[src/rtl/sf48_pkg.sv]
// Shared definitions for the 48 kHz stereo sum/difference scaling stage.
//   W, KW        sample and gain widths
//   FRAC, ROUND  Q1.3 gain: round half up by adding ROUND, then shifting FRAC
//   MAXV, MINV   saturation limits of a W-bit signed result
//   state_t      sequencer states
//   sat_round()  round/shift/saturate of a full-width product
package sf48_pkg;

  localparam int W     = 18;
  localparam int KW    = 4;
  localparam int FRAC  = 3;
  localparam int ROUND = 4;
  localparam int PW    = W + KW + 1;
  localparam int MAXV  = (1 << (W - 1)) - 1;
  localparam int MINV  = -(1 << (W - 1));

  typedef enum logic [1:0] {
    IDLE = 2'd0,
    SUM  = 2'd1,
    DIFF = 2'd2
  } state_t;

  typedef struct packed {
    logic              sat;
    logic signed [W-1:0] val;
  } sr_t;

  // One guard bit above the product so the rounding add cannot wrap.
  function automatic sr_t sat_round(input logic signed [PW-1:0] prod);
    logic signed [PW:0] r;
    sr_t                res;
    r = (PW+1)'(prod) + (PW+1)'(ROUND);
    r = r >>> FRAC;
    if (r > (PW+1)'(MAXV)) begin
      res.sat = 1'b1;
      res.val = W'(MAXV);
    end else if (r < (PW+1)'(MINV)) begin
      res.sat = 1'b1;
      res.val = W'(MINV);
    end else begin
      res.sat = 1'b0;
      res.val = r[W-1:0];
    end
    return res;
  endfunction

endpackage

[src/rtl/sf48_scale_round.sv]
// Combinational scale/round/saturate unit.
//   operand  in  W+1  signed sum or difference of the working pair
//   gain     in  KW   unsigned Q1.3 gain
//   result   out W    rounded, saturated product
//   sat      out 1    result was clipped
module sf48_scale_round
  import sf48_pkg::*;
(
  input  logic signed [W:0]    operand,
  input  logic        [KW-1:0] gain,
  output logic signed [W-1:0]  result,
  output logic                 sat
);

  logic signed [PW-1:0] prod;
  sr_t                  sr;

  always_comb begin
    // Gain is zero-extended before the signed multiply so 15 stays +15.
    prod   = PW'(operand) * $signed(PW'(gain));
    sr     = sat_round(prod);
    result = sr.val;
    sat    = sr.sat;
  end

endmodule

[src/rtl/block_sf_48_sched.sv]
// Sequencer for the stereo sum/difference scaling stage. One LEFT/RIGHT pair
// is taken per sample tick; a single scale unit is used for (L+R)*Ks in SUM
// and (L-R)*Kd in DIFF.
//   clock, reset              clock; asynchronous active-low reset
//   in_valid/in_ready         1-deep input buffer handshake
//   LEFT, RIGHT               signed W-bit samples
//   Ks, Kd, cfg_load          gains captured into shadow registers
//   LI_in_LpR/ready_out_LpR   scaled L+R and its update pulse
//   LI_in_LmR/ready_out_LmR   scaled L-R and its update pulse
//   sat_flag                  sticky saturation indicator
//   underrun                  pulse: tick found the buffer empty
module block_sf_48_sched
  import sf48_pkg::*;
#(
  parameter int unsigned DIV = 1042
) (
  input  logic                clock,
  input  logic                reset,
  input  logic                in_valid,
  output logic                in_ready,
  input  logic signed [W-1:0] LEFT,
  input  logic signed [W-1:0] RIGHT,
  input  logic        [KW-1:0] Ks,
  input  logic        [KW-1:0] Kd,
  input  logic                cfg_load,
  output logic signed [W-1:0] LI_in_LpR,
  output logic signed [W-1:0] LI_in_LmR,
  output logic                ready_out_LpR,
  output logic                ready_out_LmR,
  output logic                sat_flag,
  output logic                underrun
);

  localparam int unsigned   CW   = $clog2(DIV);
  localparam logic [CW-1:0] LAST = CW'(DIV - 1);

  state_t              state, state_d;
  logic [CW-1:0]       cnt;
  logic                tick, start, load;
  logic                buf_full;
  logic signed [W-1:0] buf_l, buf_r, work_l, work_r;
  logic [KW-1:0]       ks_sh, kd_sh, ks_act, kd_act;
  logic signed [W:0]   operand;
  logic [KW-1:0]       gain;
  logic signed [W-1:0] result;
  logic                sat;

  assign tick     = (cnt == LAST);
  // Held low through SUM as well, so it rises only the cycle after SUM.
  assign in_ready = ~buf_full & (state != SUM);
  assign load     = in_valid & in_ready;

  always_ff @(posedge clock or negedge reset) begin
    if (!reset) state <= IDLE;
    else        state <= state_d;
  end

  always_comb begin
    state_d = state;
    start   = 1'b0;
    case (state)
      IDLE: if (tick) begin
        state_d = SUM;
        start   = 1'b1;
      end
      SUM:     state_d = DIFF;
      DIFF:    state_d = IDLE;
      default: state_d = IDLE;
    endcase
  end

  always_comb begin
    if (state == DIFF) begin
      operand = (W+1)'(work_l) - (W+1)'(work_r);
      gain    = kd_act;
    end else begin
      operand = (W+1)'(work_l) + (W+1)'(work_r);
      gain    = ks_act;
    end
  end

  sf48_scale_round u_scale (
    .operand (operand),
    .gain    (gain),
    .result  (result),
    .sat     (sat)
  );

  always_ff @(posedge clock or negedge reset) begin
    if (!reset) begin
      cnt           <= '0;
      buf_full      <= 1'b0;
      buf_l         <= '0;
      buf_r         <= '0;
      work_l        <= '0;
      work_r        <= '0;
      ks_sh         <= '0;
      kd_sh         <= '0;
      ks_act        <= '0;
      kd_act        <= '0;
      LI_in_LpR     <= '0;
      LI_in_LmR     <= '0;
      ready_out_LpR <= 1'b0;
      ready_out_LmR <= 1'b0;
      sat_flag      <= 1'b0;
      underrun      <= 1'b0;
    end else begin
      cnt <= tick ? '0 : cnt + CW'(1);

      if (cfg_load) begin
        ks_sh <= Ks;
        kd_sh <= Kd;
      end

      // A handshake in the SUM-entry cycle only happens with the buffer
      // already empty, so loading takes priority over freeing.
      if (load) begin
        buf_full <= 1'b1;
        buf_l    <= LEFT;
        buf_r    <= RIGHT;
      end else if (start) begin
        buf_full <= 1'b0;
      end

      if (start) begin
        ks_act <= cfg_load ? Ks : ks_sh;
        kd_act <= cfg_load ? Kd : kd_sh;
        if (buf_full) begin
          work_l <= buf_l;
          work_r <= buf_r;
        end
      end

      underrun      <= start & ~buf_full;
      ready_out_LpR <= (state == SUM);
      ready_out_LmR <= (state == DIFF);
      if (state == SUM)  LI_in_LpR <= result;
      if (state == DIFF) LI_in_LmR <= result;
      if ((state == SUM || state == DIFF) && sat) sat_flag <= 1'b1;
    end
  end

  tick_only_in_idle: assert property (
    @(posedge clock) disable iff (!reset) tick |-> state == IDLE
  ) else $error("tick outside IDLE");

endmodule

[config.mk]
export PLATFORM = sky130hd
export DESIGN_NAME = block_sf_48_sched
export DESIGN_NICKNAME = d
export VERILOG_FILES = /design/src/rtl/sf48_pkg.sv /design/src/rtl/sf48_scale_round.sv /design/src/rtl/block_sf_48_sched.sv
export SDC_FILE = /design/constraint.sdc
export NUM_CORES = 1
export LEC_CHECK = 0
export CAP_MARGIN = 5
export CORE_MARGIN = 2
export CORE_UTILIZATION = 60
export CTS_CLUSTER_DIAMETER = 100
export DETAILED_ROUTE_END_ITERATION = 10
export GPL_TIMING_DRIVEN = 0
export PLACE_DENSITY = 0.82
export SLEW_MARGIN = 20
export SYNTH_ARGS = -nofsm -noshare
export SYNTH_HDL_FRONTEND = slang
export SYNTH_SLANG_ARGS = --single-unit
[constraint.sdc]
create_clock -name clock -period 15.4 [get_ports clock]
set_input_delay 1.54 -clock clock [delete_from_list [all_inputs] [get_ports clock]]
set_output_delay 1.54 -clock clock [all_outputs]
set_load 0.02 [all_outputs]
==> impl_metrics.toml <==
[critical_path]
crit_path_end_kind = "flop"
slowest_delay_ps = 640
reg2reg_setup_slack_ps = 5860
timing.rr.end = "LI_in_LmR[9]"
critPathMostFrequentCell = "ha_1"
r2r_cells = 31
start_kind = "flop"
crit-reg2reg-launch = "state[0]"
cp_max_fo = 10
slowest_stage = "a2111oi_0"
required_ps = 15760
arrival_ps = 9910
path_class = "reg2reg"

[sta]
max_freq_mhz = 105
finalCritPeriodShare = 0.620
slew_headroom = 0.282
maxSlewViolCount = 0
clock_skew_ps = 7.62
hold_violations = 0
fin_hold_ws_ps = 493
fin_ws_ps = 5860
finalSetupViolCount = 0
period_needed_ps = 9540
tightest_slew_ps = 1050
rsz0062_at_grt = "false"
setup_tns_ps = 0

[cts]
clockRootBuffer = "clkbuf_16"
clk_pin_slew_worst_paths_ps = 60
cts_resized = 0
cts_hold_buf = 0
cts.sinks = 142
clock_latency_ps = 430
cts_htree_levels = 4
cts_inserted_buffers = 17
cts_max_path_buffers = 2
cts_tree = "done"
postCtsSetupRepairBufs = 0

[route]
wl_per_cell_um = 16.4
route.vias.total = 7565
dr.pass1.iters = 5
drt_iter0_drc = 323
ant_nets = 0
wl_um = 21700
viasPerCell = 5.70
drc = 0

[floorplan]
io_pins = 89
fp.dieArea_um2 = 18100
die_w_um = 134
rows = 47
die_h_um = 134
coreArea_um2 = 16600
initial_utilization = 0.615

[final_layout]
stdcell_area_um2 = 12000
antenna_cells = 0
fill_cells = 1223
fin_nets = 1250
drive_above_1_share = 0.166
multi_input_area_um2 = 6210
area_growth_pct = 17.6
seq_area_um2 = 3550

[hold_path]
hp-class = "reg2reg"
worstHoldPathCells = 1
min_from = "cnt[9]"
min_to = "cnt[9]"

[global_route]
grt_pass1_vias = 7689
grt_pass1_wl_um = 36700
grt_max_degree = 78
grt_remaining_overflow = 0
track_usage = 0.255
antenna_found_initial = 0

[run_status]
status = "completed"

[flow_run]
drv_cap = 0

[placed_design]
gp_congestion = 0.884
dp.final_hpwl_um = 16500
post-place-ws_ps = 6040
port_buffers = 87
post_dp_cell_area_um2 = 11400

[power_and_ir_drop]
p_leak_nw = 5.55
swShare = 0.236
power.internal_w = 0.000714
total_power_w = 0.000935
clock_power_share = 0.460
seqPwrFrac = 0.465
power.density_nw_per_um2 = 77.9
vdd_ir_drop_max_mv = 0.0764
netSwitchingPower_w = 0.000221
combPwrFrac = 0.075

[synthesis]
synthFlopType = "dfrtp_1"
yosysUniqueCellTypes = 78
ys_ff_latch = 142
synth_edf_count = 0
synth_nets = 1143
async_flop_share = 1.00
synthTopCellsByArea = "dfrtp_1, mux2_2, ha_1, fa_1, xnor2_1"
synth_area_per_cell_um2 = 10.3
yosysTopAreaCellShare = 0.348
synth_area_leader_cell = "dfrtp_1"
ys_seq_area_frac = 0.348
synth.cell_area_um2 = 10200
yosys_warnings = 0
synthCells = 988
-- placed cells by master (no fill, tap or decap), types with 4 or more instances in the layout --
cell | Yosys | layout
or2_2 | 14 | 14
a211oi_1 | 4 | 4
clkbuf_1 | 23 | 23
a21boi_0 | 6 | 6
nand4_1 | 5 | 5
or3_1 | 4 | 4
clkdlybuf4s50_1 | 0 | 86
inv_1 | 79 | 79
and3_1 | 6 | 6
nand2_1 | 31 | 31
nor2b_1 | 40 | 40
a21oi_1 | 45 | 45
a311o_1 | 32 | 32
nand2b_1 | 12 | 12
dfrtp_1 | 142 | 142
o21ai_1 | 4 | 4
ha_1 | 68 | 68
mux2i_1 | 4 | 4
buf_2 | 7 | 7
fa_1 | 39 | 39
mux2_2 | 94 | 94
nor3_1 | 15 | 15
a31oi_1 | 7 | 7
xnor2_1 | 50 | 50
clkbuf_16 | 0 | 17
xor2_1 | 18 | 18
nor3b_1 | 8 | 8
nand3_1 | 18 | 18
o21ai_0 | 22 | 22
nor2_1 | 106 | 106
nor4_1 | 8 | 8
a21o_1 | 8 | 8
-- through the flow --
step                      std cells  utilization
final                          1328        0.723
after global routing           1328        0.723
after global placement         1295        0.684
after floorplan                 988            -
after CTS                      1328        0.723
after detailed placement       1296        0.686
-- worst max-delay path by stage --
stage,startpoint,cells after the start,end
2_1_floorplan,state[0],31,LI_in_LmR[10]
3_3_place_gp,state[0],31,LI_in_LmR[8]
3_5_place_dp,state[0],32,LI_in_LpR[1]
4_1_cts,state[0],32,LI_in_LpR[1]
5_1_grt,state[0],32,LI_in_LpR[1]
6_report,state[0],31,LI_in_LmR[9]
-- layout make-up --
cell class                 instances  area share
timing repair buffer              88      0.0753
clock buffer                      17      0.0355
buffer                            32      0.0120
inverter                          79      0.0247
clock inverter                    15      0.0155
tap                              220      0.0230
multi-input combinational        735       0.518
sequential                       142       0.296
-- registers in the layout, indices dropped and copies added, names as in the netlist --
signal	flops
LI_in_LmR	18
LI_in_LpR	18
buf_full	1
buf_l	18
buf_r	18
cnt	11
kd_act	4
kd_sh	4
ks_act	4
ks_sh	4
ready_out_LmR	1
ready_out_LpR	1
sat_flag	1
state	2
underrun	1
work_l	18
work_r	18
-- cells by family (layout without fill, tap and decap cells) --
logic type               after synthesis  in the layout  share of synthesized area
AO/OA/AOI/OAI                        168            168                      0.127
AND/OR/NAND/NOR                      290            290                      0.149
adder cells (fa/ha/maj)              107            107                      0.160
buffers and inverters                111            231                     0.0432
flip-flops                           142            142                      0.348
XOR/XNOR                              70             70                     0.0616
multiplexers                         100            100                      0.111
-- Yosys cell counts (18+ instances only) --
cell type,instances
a21oi_1,45
o21ai_0,22
a311o_1,32
dfrtp_1,142
fa_1,39
inv_1,79
xor2_1,18
ha_1,68
clkbuf_1,23
nor2_1,106
nand2_1,31
mux2_2,94
nand3_1,18
xnor2_1,50
nor2b_1,40
-- critical path, delay by kind of cell, from the launching register on --
kind / cells / cell delay (ps)
xor gates and xnor gates: 1 / 170
buffers and inverters: 6 / 1970
muxes: 1 / 380
and+or+nand+nor: 5 / 1110
AOI/OAI and AO/OA: 12 / 3140
DFF: 1 / 400
adders and majority gates: 6 / 2260
-- power by group through the flow --
stage | combinational (W) | sequential, W | clock (W)
final | 0.0000697 | 0.000435 | 0.000430
after global routing | 0.0000783 | 0.000440 | 0.000451
after CTS | 0.0000714 | 0.000436 | 0.000437
after detailed placement | 0.0000707 | 0.000442 | 0
after global placement | 0.0000661 | 0.000439 | 0
after floorplan | 0.0000432 | 0.000432 | 0
-- metal layers --
metal / vias to the layer above / routed length (µm) / global-route usage
li1: 3682 / - / -
met1: 3652 / 9330 / 0.311
met2: 174 / 10700 / 0.440
met3: 57 / 862 / 0.0438
met4: 0 / 835 / 0.120
met5: - / 0 / 0
(Power assumes the default switching activity.)
